===== src/rtl/procyon_ieu_cdb_queue.sv =====
// ============================================================================
// Module      : procyon_ieu_cdb_queue
// Description : In-order result queue between the IEU execute stage and the
//               CDB, with early issue stall. Optional zero-latency bypass
//               when empty is enabled by defining PCYN_CDB_QUEUE_BYPASS_EN.
// Revision    : 1.0 - initial release
// ============================================================================
`default_nettype none

module procyon_ieu_cdb_queue #(
    parameter int OPTN_DATA_WIDTH    = 32,
    parameter int OPTN_ADDR_WIDTH    = 32,
    parameter int OPTN_ROB_IDX_WIDTH = 5,
    parameter int OPTN_QUEUE_DEPTH   = 4,
    parameter int OPTN_STALL_MARGIN  = 2
) (
    input  logic                          clk,
    input  logic                          rst,
    input  logic                          i_flush,
    input  logic                          i_ieu_valid,
    input  logic [OPTN_DATA_WIDTH-1:0]    i_ieu_data,
    input  logic [OPTN_ADDR_WIDTH-1:0]    i_ieu_addr,
    input  logic [OPTN_ROB_IDX_WIDTH-1:0] i_ieu_tag,
    input  logic                          i_ieu_redirect,
    output logic                          o_ieu_stall,
    output logic                          o_cdb_req,
    input  logic                          i_cdb_gnt,
    output logic [OPTN_DATA_WIDTH-1:0]    o_cdb_data,
    output logic [OPTN_ADDR_WIDTH-1:0]    o_cdb_addr,
    output logic [OPTN_ROB_IDX_WIDTH-1:0] o_cdb_tag,
    output logic                          o_cdb_redirect,
    output logic                          o_overflow
);

    localparam int                 c_IDX_W  = $clog2(OPTN_QUEUE_DEPTH);
    localparam int                 c_PTR_W  = c_IDX_W + 1;
    localparam logic [c_PTR_W-1:0] c_DEPTH  = c_PTR_W'(OPTN_QUEUE_DEPTH);
    localparam logic [c_PTR_W-1:0] c_MARGIN = c_PTR_W'(OPTN_STALL_MARGIN);

    typedef struct packed {
        logic [OPTN_DATA_WIDTH-1:0]    data;
        logic [OPTN_ADDR_WIDTH-1:0]    addr;
        logic [OPTN_ROB_IDX_WIDTH-1:0] tag;
        logic                          redirect;
    } entry_t;

    entry_t             r_mem_q [OPTN_QUEUE_DEPTH];
    logic [c_PTR_W-1:0] r_wr_ptr_q;
    logic [c_PTR_W-1:0] r_rd_ptr_q;
    logic               r_overflow_q;

    logic [c_PTR_W-1:0] w_wr_ptr_d;
    logic [c_PTR_W-1:0] w_rd_ptr_d;
    logic               w_overflow_d;

    logic [c_PTR_W-1:0] w_count;
    logic [c_PTR_W-1:0] w_free;
    logic               w_empty;
    logic               w_full;
    logic               w_bypass;
    logic               w_pop;
    logic               w_push;
    entry_t             w_in;
    entry_t             w_head;
    entry_t             w_out;

    assign w_count = r_wr_ptr_q - r_rd_ptr_q;
    assign w_free  = c_DEPTH - w_count;
    assign w_empty = (w_count == '0);
    assign w_full  = (w_count == c_DEPTH);

    assign w_in.data     = i_ieu_data;
    assign w_in.addr     = i_ieu_addr;
    assign w_in.tag      = i_ieu_tag;
    assign w_in.redirect = i_ieu_redirect;

    assign w_head = r_mem_q[r_rd_ptr_q[c_IDX_W-1:0]];

`ifdef PCYN_CDB_QUEUE_BYPASS_EN
    assign w_bypass = w_empty & i_ieu_valid & ~i_flush;
`else
    assign w_bypass = 1'b0;
`endif

    // Only a stored entry can be popped; a granted bypass result is simply not enqueued.
    assign w_pop  = ~w_empty & i_cdb_gnt;
    assign w_push = i_ieu_valid & ~i_flush & (~w_full | w_pop) & ~(w_bypass & i_cdb_gnt);

    always_comb begin
        w_out = '0;
`ifdef PCYN_CDB_QUEUE_BYPASS_EN
        if (w_bypass) begin
            w_out = w_in;
        end else if (!w_empty) begin
            w_out = w_head;
        end
`else
        if (!w_empty) begin
            w_out = w_head;
        end
`endif
    end

    assign o_cdb_req      = ~w_empty | w_bypass;
    assign o_cdb_data     = w_out.data;
    assign o_cdb_addr     = w_out.addr;
    assign o_cdb_tag      = w_out.tag;
    assign o_cdb_redirect = w_out.redirect;
    assign o_ieu_stall    = (w_free <= c_MARGIN);
    assign o_overflow     = r_overflow_q;

    always_comb begin
        w_wr_ptr_d   = r_wr_ptr_q + c_PTR_W'(w_push);
        w_rd_ptr_d   = r_rd_ptr_q + c_PTR_W'(w_pop);
        w_overflow_d = r_overflow_q | (i_ieu_valid & ~i_flush & w_full & ~w_pop);
        // Flush drops everything in flight, including a same-cycle pop, but keeps the error flag.
        if (i_flush) begin
            w_wr_ptr_d = '0;
            w_rd_ptr_d = '0;
        end
    end

    always_ff @(posedge clk) begin
        if (rst) begin
            r_wr_ptr_q   <= '0;
            r_rd_ptr_q   <= '0;
            r_overflow_q <= 1'b0;
        end else begin
            r_wr_ptr_q   <= w_wr_ptr_d;
            r_rd_ptr_q   <= w_rd_ptr_d;
            r_overflow_q <= w_overflow_d;
        end
    end

    always_ff @(posedge clk) begin
        if (w_push) begin
            r_mem_q[r_wr_ptr_q[c_IDX_W-1:0]] <= w_in;
        end
    end

endmodule

`default_nettype wire


===== config.mk =====
export PLATFORM = sky130hd
export DESIGN_NAME = procyon_ieu_cdb_queue
export DESIGN_NICKNAME = d
export VERILOG_FILES = /design/src/rtl/procyon_ieu_cdb_queue.sv
export SDC_FILE = /design/constraint.sdc
export NUM_CORES = 1
export LEC_CHECK = 0
export ABC_AREA = 1
export CAP_MARGIN = 30
export CORE_UTILIZATION = 61
export DETAILED_ROUTE_END_ITERATION = 16
export GPL_TIMING_DRIVEN = 0
export PLACE_DENSITY = 0.86
export SETUP_SLACK_MARGIN = 0.5
export SLEW_MARGIN = 10
export SYNTH_ARGS = -nofsm -noshare
export SYNTH_HDL_FRONTEND = slang
export SYNTH_SLANG_ARGS = --single-unit

===== constraint.sdc =====
create_clock -name clk -period 14.2 [get_ports clk]
set_input_delay 2.13 -clock clk [delete_from_list [all_inputs] [get_ports clk]]
set_output_delay 2.13 -clock clk [all_outputs]
set_load 0.005 [all_outputs]

## Yosys cells after proc, flatten, opt, wreduce, memory -nomap -nowiden

Memories as Yosys holds them, arrays and structs flattened. A register that Yosys moved wholly into a read port is not among the register bits.
Cells that the tools add are included.

- $add $sub $neg: 4
- Order comparisons: 1
- Equal/unequal tests: 1
- Mux-type cells: 4
- Bitwise gates (word level): 11
- Reductions and logical operators: 2

Operator list:

| cell | number |
|---|---|
| 70-bit 2-to-1 mux | 1 |
| 3-bit by 1-bit adder with 3-bit output | 2 |
| 1-bit bitwise AND | 5 |
| 1-bit inverter | 4 |
| 3-bit == test (second input constant) | 1 |
| 3-bit by 2-bit <= comparator with 1-bit output (second input constant) | 1 |
| 3-bit zero test | 1 |
| 3-bit subtractor | 1 |
| 3-bit subtractor (first input constant) | 1 |
| 1-bit 2-to-1 mux | 2 |
| 2-bit 2-to-1 mux | 1 |
| 1-bit bitwise OR | 2 |
| 2-bit OR reduction | 1 |

- Register bits: 7
- RAM bits: 280
- Input port bits: 75
- Output and inout port bits: 73
- Memories kept: 1

Memories:

| name | words | width | rd ports | clocked after memory_dff | wr ports | RTL line | RTL |
|---|---|---|---|---|---|---|---|
| r_mem_q | 4 | 70 | 1 | 1 | 1 | 47 | `entry_t r_mem_q [OPTN_QUEUE_DEPTH];` |

## Longest topological paths before layout

Gate-level depths: netlist of the first run.

- Depth in word-level cells: 8
- Mapped depth: 17
- Gate-level depth less buffers: 16

## Worst setup path before layout of the first run

Ideal clock, no wire load.

- Path type: in2reg
- Start: input i_ieu_valid
- End: memory r_mem_q[0][0] (netlist name), enable pin
- Arrival time: 7.150 ns
- Required time: 13.615 ns
- Setup slack: 6.466 ns
- Stages: 4
- Buffers on the path: 0
- Cells stage by stage: inv_1 -> nor2_1 -> nand2_1 -> nor3_1

- Cells in the longest elaborated chain, start to end: 4

Ends and longest elaborated chain:

| what | RTL line | RTL |
|---|---|---|
| start: declaration | 20 | `input logic i_ieu_valid,` |
| 1-bit bitwise AND (2 in series) | 87 | `assign w_push = i_ieu_valid & ~i_flush & (~w_full \| w_pop) & ~(w_bypass & i_cdb_gnt);` |
| 1-bit 2-to-1 mux | 136 | `if (w_push) begin` |
| 1-bit 2-to-1 mux (not written as such) | 137 | `r_mem_q[r_wr_ptr_q[c_IDX_W-1:0]] <= w_in;` |
| end: declaration | 47 |  |

Every way passes these cells.

## Final worst setup path of the first run

- Start: register r_wr_ptr_q[0]
- End: output o_cdb_data[30]

- Cells in the longest elaborated chain, start to end: 3

Ends and longest elaborated chain:

| what | RTL line | RTL |
|---|---|---|
| start: declaration | 48 | `logic [c_PTR_W-1:0] r_wr_ptr_q;` |
| start signal: assignment | 129 | `r_wr_ptr_q <= w_wr_ptr_d;` |
| 3-bit subtractor | 67 | `assign w_count = r_wr_ptr_q - r_rd_ptr_q;` |
| 3-bit zero test | 69 | `assign w_empty = (w_count == '0);` |
| 70-bit 2-to-1 mux | 98 | `if (!w_empty) begin` |
| end: declaration | 28 | `output logic [OPTN_DATA_WIDTH-1:0] o_cdb_data,` |

Every way passes these cells.

==> flow_summary.yaml, run 1 <==
flow_run:
  maxCapViolCount: 0
routing:
  routedWlPerCell_um: 17.18
  drtIter0Drc: 490
  wl_um: 28610
  dr.pass1.iters: 4
  vias: 8652
  drtAntennaViolNets: 0
  drc_errors: 0
  via_per_inst: 5.196
clock_network:
  cts_tree: "done"
  clk_latency_ns: 0.54
  ctsResizeCount: 0
  clk_path_buf_depth: 3
  cts_hold_buf: 0
  cts_buffers: 28
  clock-root-buffer: "clkbuf_16"
  cts.sinks: 287
  h-tree-depth: 1
  cts_setup_buffers: 0
  clk_pin_slew_ns: 0.06
timing:
  min_period_ns: 5.817
  fin_crit_sh_pct: 40.96
  slew_violations: 0
  clock_skew_ns: 0.009090
  max_freq_ghz: 0.1719
  setup_viol: 0
  worstMarginPinSlew_ns: 0.7572
  slew_headroom_pct: 49.52
  rsz0062_at_grt: "false"
  tns_ns: 0
  hold_viol: 0
logic_synthesis:
  synth_most_common_cell: "edfxtp_1"
  synth_largest_area_cell: "edfxtp_1"
  synth-seq-cells: 287
  async_reset_ff_share_pct: 0
  synth_common_cells: "edfxtp_1 (280), nand2_1 (256), inv_1 (219)"
  netlist_top_cells_area: "edfxtp_1 (65%), nand2_1 (7.5%), inv_1 (6.4%)"
  synth_area_um2: 12880
  synthCells: 1164
  ys_warn_count: 0
  ys.flop_type: "edfxtp_1"
  synth_top_area_share_pct: 65.29
  postSynthAreaPerCell_um2: 11.06
  ys_types: 26
  synth-edff-count: 280
  synth.net_count: 1249
  yosysSeqAreaShare_pct: 66.38
place:
  placed_area_um2: 14990
  port_buffers: 147
  place_congestion: 0.7580
  dp_hpwl_um: 19150
cells_and_area:
  stdcell_area_um2: 15900
  nets: 1458
  drive_gt1_share_pct: 19.80
  syn_to_final_growth_pct: 23.45
  fill_cells: 1254
die:
  core_um2: 20490
  dieArea_um2: 21700
  dieHeight_um: 147.3
  row_count: 52
  pin_count: 148
  initial_core_util_pct: 62.83
  die_w_um: 147.3
critical_path:
  cp-end-kind: "output port"
  cp-start-kind: "flip-flop"
  cp_common_cell: "ha_1"
  cp_slowest_cell: "clkbuf_1"
  critPathRequiredTime_ns: 12.07
  arrival_ns: 3.69
  slowest_delay_ns: 0.61
  worstPathMaxFanout: 10
  path_cells: "inv_1 > ha_1 > fa_1 > ha_1 > ha_1 > buf_2 > clkbuf_1 > a21oi_1 > clkdlybuf4s50_1"
  path_class: "reg2out"
power_and_ir_drop:
  peakVddDrop_mv: 0.1279
  p_per_area_nw_per_um2: 113.7
  power_leakage_nw: 6.673
grt:
  busiest_layer: "met2"
  first_global_vias: 8978
  met1_usage_pct: 33.45
  grtUsageTotal_pct: 27.09
  grt_antenna_before_repair: 1
  grt_pass1_wl_um: 44960
  grt_start_max_net_pins: 15
  grtUsageMet3_pct: 5.000
  overflow: 0
  grtUsageMet2_pct: 47.95
worst_hold_path:
  min_path_type: "reg2reg"
outcome:
  outcome: "completed"
registers in the layout, indices dropped and copies added, names as in the netlist:
| register | cells |
|---|---|
| o_overflow | 1 |
| r_mem_q | 280 |
| r_rd_ptr_q | 3 |
| r_wr_ptr_q | 3 |
power by group:
part           switching, mW  leakage, nW  internal [mW]  total, mW
Combinational         0.0706         3.64         0.0638      0.134
Sequential           0.00365         2.60          0.943      0.947
Clock                  0.299        0.430          0.427      0.726
cell type report:
class                           instances  area (um^2)  share of cell area [%]
Clock inverter                         13        138.9                  0.8737
Sequential cell                       287         8548                   53.77
Buffer                                 55        366.6                   2.306
Clock buffer                           38        759.5                   4.778
Timing Repair Buffer                  179         1760                   11.07
Multi-Input combinational cell        525         2868                   18.04
Inverter                              297         1115                   7.013
Tap cell                              270        337.8                   2.125
Antenna cell                            1        2.502                 0.01574
layer usage:
layer	up-vias	wire, um
li1	4109	-
met1	4129	10810
met2	355	14770
met3	59	2273
met4	0	760
met5	-	0
cells by family (layout without fill, tap and decap cells):
family | after synthesis | after routing | synth area share (%)
other | 0 | 1 | 0
adder cells (fa/ha/maj) | 10 | 10 | 1.030
buffers and inverters | 352 | 582 | 11.50
flip-flops | 287 | 287 | 66.38
XOR/XNOR | 4 | 4 | 0.2721
AND/OR/NAND/NOR | 439 | 439 | 17.14
AO/OA/AOI/OAI | 72 | 72 | 3.673
critical path: cells and delay by family, from the launching register on:
family	cells	cell delay, ns
buf+inv	4	1.53
fa+ha+maj	4	1.07
flops	1	0.41
compound gates	1	0.14
cell usage in the layout (no fill, tap or decap), drive strengths merged:
cell type      synthesis  layout
a21oi                 72      72
nor3                   4       4
clkbuf                16      54
xor2                   1       1
buf                   39      71
diode                  0       1
clkinvlp               0       2
fa                     1       1
bufinv                 0       3
dfxtp                  7       7
clkinv                 1       9
inv                  296     296
clkdlybuf4s50          0     147
nor2                   7       7
xnor2                  3       3
edfxtp               280     280
nand3                141     141
ha                     9       9
or2                    1       1
nand2                286     286
stage by stage:
step | util [%] | power [mW] | setup slack, ns | instances | hold WS, ns
floorplan | - | 1.023 | 6.466 | 1164 | 0.4405
global placement | 71.66 | 1.093 | 2.255 | 1581 | 0.4379
detailed placement | 73.13 | 1.097 | 8.965 | 1612 | 0.4453
CTS | 77.52 | 1.813 | 8.368 | 1663 | 0.4543
global route | 77.55 | 1.856 | 8.204 | 1664 | 0.4862
finish | 77.56 | 1.807 | 8.383 | 1665 | 0.4521
final timing paths:
check                start        endpoint  slack (ns)  depth (start not counted)
min             o_overflow      o_overflow        0.45                          2
min reg2reg     o_overflow      o_overflow        0.45                          2
max reg2reg  r_wr_ptr_q[0]  r_mem_q[2][60]       10.25                         15
max          r_wr_ptr_q[0]  o_cdb_data[30]        8.38                          9
No activity file was read; power rests on OpenSTA's default activity.
==> run 2, diff against run 1 <==
--- a/config.mk
+++ b/config.mk
@@ -7,10 +7,10 @@
 export LEC_CHECK = 0
 export ABC_AREA = 1
 export CAP_MARGIN = 30
-export CORE_UTILIZATION = 61
+export CORE_UTILIZATION = 56
 export DETAILED_ROUTE_END_ITERATION = 16
 export GPL_TIMING_DRIVEN = 0
-export PLACE_DENSITY = 0.86
+export PLACE_DENSITY = 0.8
 export SETUP_SLACK_MARGIN = 0.5
 export SLEW_MARGIN = 10
 export SYNTH_ARGS = -nofsm -noshare
==> constraint.sdc (replaced) <==
create_clock -name clk -period 5.58 [get_ports clk]
set_input_delay 0.837 -clock clk [delete_from_list [all_inputs] [get_ports clk]]
set_output_delay 0.837 -clock clk [all_outputs]
set_load 0.005 [all_outputs]
==> run 2 against run 1 <==
Against the previous run:
- power rose to 2.5 times the previous value
- first-iteration DRC count down 14%
- flip-flop and latch count unchanged
- global-route usage down 3.3 points
- hold slack better by 0.0076 ns
- clock skew up 0.0060 ns
- wire length down 2.6%
- sequential power rose to 2.5 times the previous value
- worst setup slack worse by 7.5 ns
- non-clock buffer count down 12
- critical endpoint is now o_cdb_data[23]
- highest routed layer unchanged
==> flow_summary.yaml, run 2 (synthesized netlist as in run 1, its figures left out) <==
outcome:
  outcome: "completed"
die:
  initial_core_util_pct: 57.05
  pin_count: 148
  row_count: 55
  dieHeight_um: 153.6
  core_um2: 22570
  dieArea_um2: 23610
  die_w_um: 153.6
cells_and_area:
  fill_cells: 1522
  drive_gt1_share_pct: 19.10
  utilization_pct: 70.95
  layout_commonest_cell: "edfxtp_1"
  stdcell_area_um2: 16020
  syn_to_final_growth_pct: 24.37
  multiInputGateArea_um2: 2893
  largest_register_ffs: 280
  nets: 1447
  final_cell_mix: "edfxtp_1 (280), nand2_1 (256), inv_1 (219)"
  seq_area_um2: 8548
clock_network:
  clk_pin_slew_ns: 0.06
  clock-root-buffer: "clkbuf_16"
  h-tree-depth: 1
  cts_hold_buf: 0
  cts_tree: "done"
  cts_setup_buffers: 0
  cts.sinks: 287
  clk_path_buf_depth: 3
  cts_buffers: 29
  clk_latency_ns: 0.54
  ctsResizeCount: 0
power_and_ir_drop:
  p_sw_mw: 0.9426
  clockPowerShare_pct: 39.4
  peakVddDrop_mv: 0.2604
  p_per_area_nw_per_um2: 284.0
  total_power_mw: 4.549
  combPwrFrac_pct: 7.6
  power_leakage_nw: 6.675
  sw_frac_of_total_pct: 20.72
  p_int_mw: 3.606
  pwr-share-seq_pct: 53.0
routing:
  routedWlPerCell_um: 16.70
  drc_errors: 0
  vias: 8413
  drtAntennaViolNets: 0
  dr.pass1.iters: 5
  drtIter0Drc: 419
  via_per_inst: 5.041
  wl_um: 27880
grt:
  grt_start_max_net_pins: 17
  grt_antenna_before_repair: 2
  first_global_vias: 8372
  grtUsageTotal_pct: 23.79
  grt_pass1_wl_um: 42970
  overflow: 0
timing:
  clock_skew_ns: 0.01512
  max_freq_ghz: 0.2141
  slew_violations: 0
  min_period_ns: 4.671
  worstMarginPinSlew_ns: 0.7784
  fin_crit_sh_pct: 83.71
  rsz0062_at_grt: "false"
  slew_headroom_pct: 47.93
  setup_viol: 0
  final.setup.worst_slack_ns: 0.9092
  hold_viol: 0
flow_run:
  maxCapViolCount: 0
place:
  pre_cts_slack_ns: 1.379
  dp_hpwl_um: 18320
  placed_area_um2: 15140
  port_buffers: 147
  place_congestion: 0.7428
critical_path:
  arrival_ns: 3.83
  critPathRequiredTime_ns: 4.74
  path_class: "reg2out"
  worstPathMaxFanout: 10
  cp-end-kind: "output port"
  cp-start-kind: "flip-flop"
worst_hold_path:
  min_path_type: "reg2reg"
==> run 2: cell count changes in the layout (fill, tap and decap cells not counted) <==
cell / before / now
clkinvlp_4: 2 / 0
diode_2: 1 / 2
buf_8: 2 / 14
clkbuf_1: 24 / 22
inv_6: 0 / 1
nor3_2: 4 / 0
buf_16: 0 / 7
nor3_4: 0 / 4
clkinv_1: 6 / 8
bufinv_16: 3 / 2
buf_4: 23 / 3
buf_6: 19 / 8
clkinv_2: 3 / 5
==> run 2: area by class of cell <==
cell class / count / share of cell area (%)
inverter: 297 / 6.961
buffer: 55 / 2.289
tap: 285 / 2.227
clock buffer: 36 / 4.695
sequential: 287 / 53.37
multi-input combinational: 525 / 18.06
clock inverter: 15 / 0.7500
timing repair buffer: 167 / 11.61
antenna: 2 / 0.03125
==> run 2: final timing paths <==
path / cells past startpoint / slack [ns] / to / start
setup / recovery: 9 / 0.91 / o_cdb_data[23] / r_wr_ptr_q[0]
hold reg to reg: 2 / 0.46 / o_overflow / o_overflow
setup reg to reg: 14 / 1.41 / r_mem_q[2][69] / r_wr_ptr_q[0]
hold / removal: 2 / 0.46 / o_overflow / o_overflow
==> run 2: power by group through the flow <==
stage	sequential [mW]	clock [mW]	combinational, mW
6_report	2.41	1.79	0.346
5_1_grt	2.41	1.90	0.375
4_1_cts	2.41	1.82	0.348
3_5_place_dp	2.45	0	0.345
3_3_place_gp	2.46	0	0.322
2_1_floorplan	2.46	0	0.144
==> run 2: worst max-delay path: stages (launching register included) <==
cell and delay, ns:
dfxtp_1 0.47, inv_1 0.20, ha_1 0.25, fa_1 0.51, ha_1 0.18, ha_1 0.14
buf_2 0.33, clkbuf_1 0.63, a21oi_2 0.08, clkdlybuf4s50_1 0.48
==> run 2: metal layers <==
layer  vias to the layer above  wire length, um  part of all wire [%]  GRT usage (%)
met1                      3979            10730                    38          28.40
met2                       290            14490                    52          43.46
li1                       4095                -                     -              -
met4                         0              657                   2.4          7.667
met3                        49             2007                   7.2          4.284
met5                         -                0                     0              0
==> run 2: through the flow <==
step | hold slack (ns) | setup TNS (ns) | cells
after CTS | 0.4597 | 0 | 1667
after global routing | 0.4940 | 0 | 1668
after detailed placement | 0.4508 | 0 | 1616
final | 0.4598 | 0 | 1669
after floorplan | 0.4405 | 0 | 1164
after global placement | 0.4384 | -558.25 | 1596
==> run 3, diff against run 2 <==
--- a/config.mk
+++ b/config.mk
@@ -7,10 +7,10 @@
 export LEC_CHECK = 0
 export ABC_AREA = 1
 export CAP_MARGIN = 30
-export CORE_UTILIZATION = 56
+export CORE_UTILIZATION = 51
 export DETAILED_ROUTE_END_ITERATION = 16
 export GPL_TIMING_DRIVEN = 0
-export PLACE_DENSITY = 0.8
+export PLACE_DENSITY = 0.76
 export SETUP_SLACK_MARGIN = 0.5
 export SLEW_MARGIN = 10
 export SYNTH_ARGS = -nofsm -noshare
==> constraint.sdc (replaced) <==
create_clock -name clk -period 4 [get_ports clk]
set_input_delay 0.6 -clock clk [delete_from_list [all_inputs] [get_ports clk]]
set_output_delay 0.6 -clock clk [all_outputs]
set_load 0.005 [all_outputs]
==> run 3 against run 2 <==
Against the previous run:
- combinational power increased by 47%
- utilization down 3.8 points
- global-route usage down 1.5 points
- register-to-register slack worse by 0.72 ns
- hold slack got worse by 0.0062 ns
- largest power group unchanged
- die area is 9.7% higher
- critical path type unchanged
- highest routed layer unchanged
- wire length increased by 1.5%
- clock-buffer cell count is 1 lower
- first-iteration DRC count grew 0.95%
==> flow_summary.yaml, run 3 (synthesized netlist as in run 1, its figures left out) <==
outcome:
  outcome: "completed"
worst_hold_path:
  min_path_type: "reg2reg"
  hold_end: "o_overflow"
  min_from: "o_overflow"
  whs_path_depth: 2
timing:
  min_period_ns: 3.561
  slew_violations: 0
  worstMarginPinSlew_ns: 0.8436
  fin_crit_sh_pct: 89.04
  slew_headroom_pct: 43.58
  hold_viol: 0
  tns_ns: 0
  setup_viol: 0
  clock_skew_ns: 0.01599
  rsz0062_at_grt: "true"
  max_freq_ghz: 0.2808
  final.setup.worst_slack_ns: 0.4386
place:
  dp_hpwl_um: 18750
  pre_cts_slack_ns: 0.4175
  dp.cells: 1656
  place_congestion: 0.7425
  port_buffers: 147
power_and_ir_drop:
  power_leakage_nw: 7.442
  total_power_mw: 6.523
  peakVddDrop_mv: 0.4844
  p_per_area_nw_per_um2: 396.2
die:
  core_um2: 24530
  dieHeight_um: 160.9
  row_count: 57
  dieArea_um2: 25890
  initial_core_util_pct: 52.49
  pin_count: 148
  die_w_um: 160.9
clock_network:
  clock-root-buffer: "clkbuf_16"
  clk_pin_slew_ns: 0.06
  cts_buffers: 29
  cts.sinks: 287
  cts_tree: "done"
  clk_path_buf_depth: 3
  clk_latency_ns: 0.54
  h-tree-depth: 1
  cts_hold_buf: 0
cells_and_area:
  diodes: 0
  largest_register_ffs: 280
  layout_commonest_cell: "edfxtp_1"
  final_cell_mix: "edfxtp_1 (280), nand2_1 (253), inv_1 (217)"
  fill_cells: 1847
  syn_to_final_growth_pct: 27.86
  fin_cells: 1715
  nets: 1454
  drive_gt1_share_pct: 22.36
critical_path:
  critPathRequiredTime_ns: 3.40
  cp_slowest_cell: "clkdlybuf4s50_1"
  r2r_start: "r_wr_ptr_q[0]"
  path_cells: "inv_6 > ha_4 > fa_1 > ha_2 > ha_4 > buf_12 > clkbuf_8 > a21oi_2 > clkdlybuf4s50_1"
  worst-path-buf-inv: 4
  r2r-end: "r_mem_q[2][62]"
  cp_top_family: "adder cells"
  cp_common_cell: "ha_4"
  crit_path_start: "r_wr_ptr_q[0]"
  arrival_ns: 2.96
  cp-start-kind: "flip-flop"
  cp-end-kind: "output port"
  slowest_delay_ns: 0.51
  reg2reg_depth: 15
  path_class: "reg2out"
  worstPathMaxFanout: 10
  rrSetupSlack_ns: 0.69
routing:
  drc_errors: 0
  routedWlPerCell_um: 16.50
  drtAntennaViolNets: 0
  dr.pass1.iters: 4
  via_per_inst: 4.908
  vias: 8417
  wl_um: 28300
  drtIter0Drc: 423
grt:
  grt_pass1_wl_um: 44360
  grt_antenna_before_repair: 0
  grt_start_max_net_pins: 17
  first_global_vias: 8500
  grtUsageTotal_pct: 22.28
  overflow: 0
flow_run:
  maxCapViolCount: 0
==> run 3: cell count changes in the layout (fill, tap and decap cells not counted), sizes merged <==
cell | before | now
bufinv | 2 | 4
dlymetal6s2s | 0 | 24
dlygate4sd2 | 0 | 44
inv | 297 | 298
buf | 59 | 65
diode | 2 | 0
clkinv | 13 | 12
clkinvlp | 0 | 1
clkdlybuf4s50 | 147 | 79
==> run 3: metrics by stage <==
| step | hold slack [ns] | utilization [%] | area [um^2] |
|---|---|---|---|
| after global placement | 0.4392 | 60.58 | 14860 |
| after detailed placement | 0.4453 | 62.21 | 15260 |
| after global routing | 0.4932 | 67.11 | 16460 |
| after CTS | 0.4541 | 66.82 | 16390 |
| final | 0.4535 | 67.11 | 16460 |
| after floorplan | 0.4405 | - | 12990 |
==> run 3: cell type report <==
cell class	count	area, um^2	share of cell area [%]
flip-flops and latches	287	8556	51.96
multi-input cells	525	3024	18.37
repair buffers	174	1927	11.70
inverters	297	1122	6.817
clock buffers	35	748.2	4.544
plain buffers	55	485.5	2.949
well taps	324	405.4	2.462
clock inverters	18	196.4	1.193
==> run 3: worst max-delay path by stage <==
stage	to	slack, ns	cells after the start
final	o_cdb_data[0]	0.44	9
after global routing	o_cdb_data[0]	0.36	9
after CTS	o_cdb_data[30]	0.38	9
after detailed placement	r_mem_q[3][6]	0.42	15
after global placement	r_mem_q[1][59]	-1.39	11
after floorplan	r_mem_q[1][0]	0.03	11
==> run 3: per-layer routing <==
| metal | global-route usage [%] | vias up | routed length [um] |
|---|---|---|---|
| met5 | 0 | - | 0 |
| met4 | 6.904 | 0 | 726 |
| met3 | 3.951 | 52 | 1837 |
| met2 | 39.20 | 267 | 14310 |
| met1 | 27.94 | 3989 | 11430 |
| li1 | - | 4109 | - |
==> run 3: power by group <==
group	total, mW	switching (mW)	leakage [nW]	internal (mW)
logic	0.508	0.264	4.38	0.244
clock network	2.65	1.07	0.459	1.59
registers	3.36	0.0125	2.60	3.35
total	6.52	1.34	7.44	5.18
==> run 3: worst min-delay path: stages (launching register included) <==
cell and delay, ns:
dfxtp_1 0.31, inv_1 0.05, a21oi_1 0.05
==> run 3: repair_timing <==
item / 4_1_cts / 5_1_grt
endpoints found under the hold margin: 0 / 0
gates cloned: 1 / 0
pin swaps: 1 / 1
endpoints found under the setup margin: 84 / 64
gates resized for setup: 91 / 25
setup buffers: 4 / 1
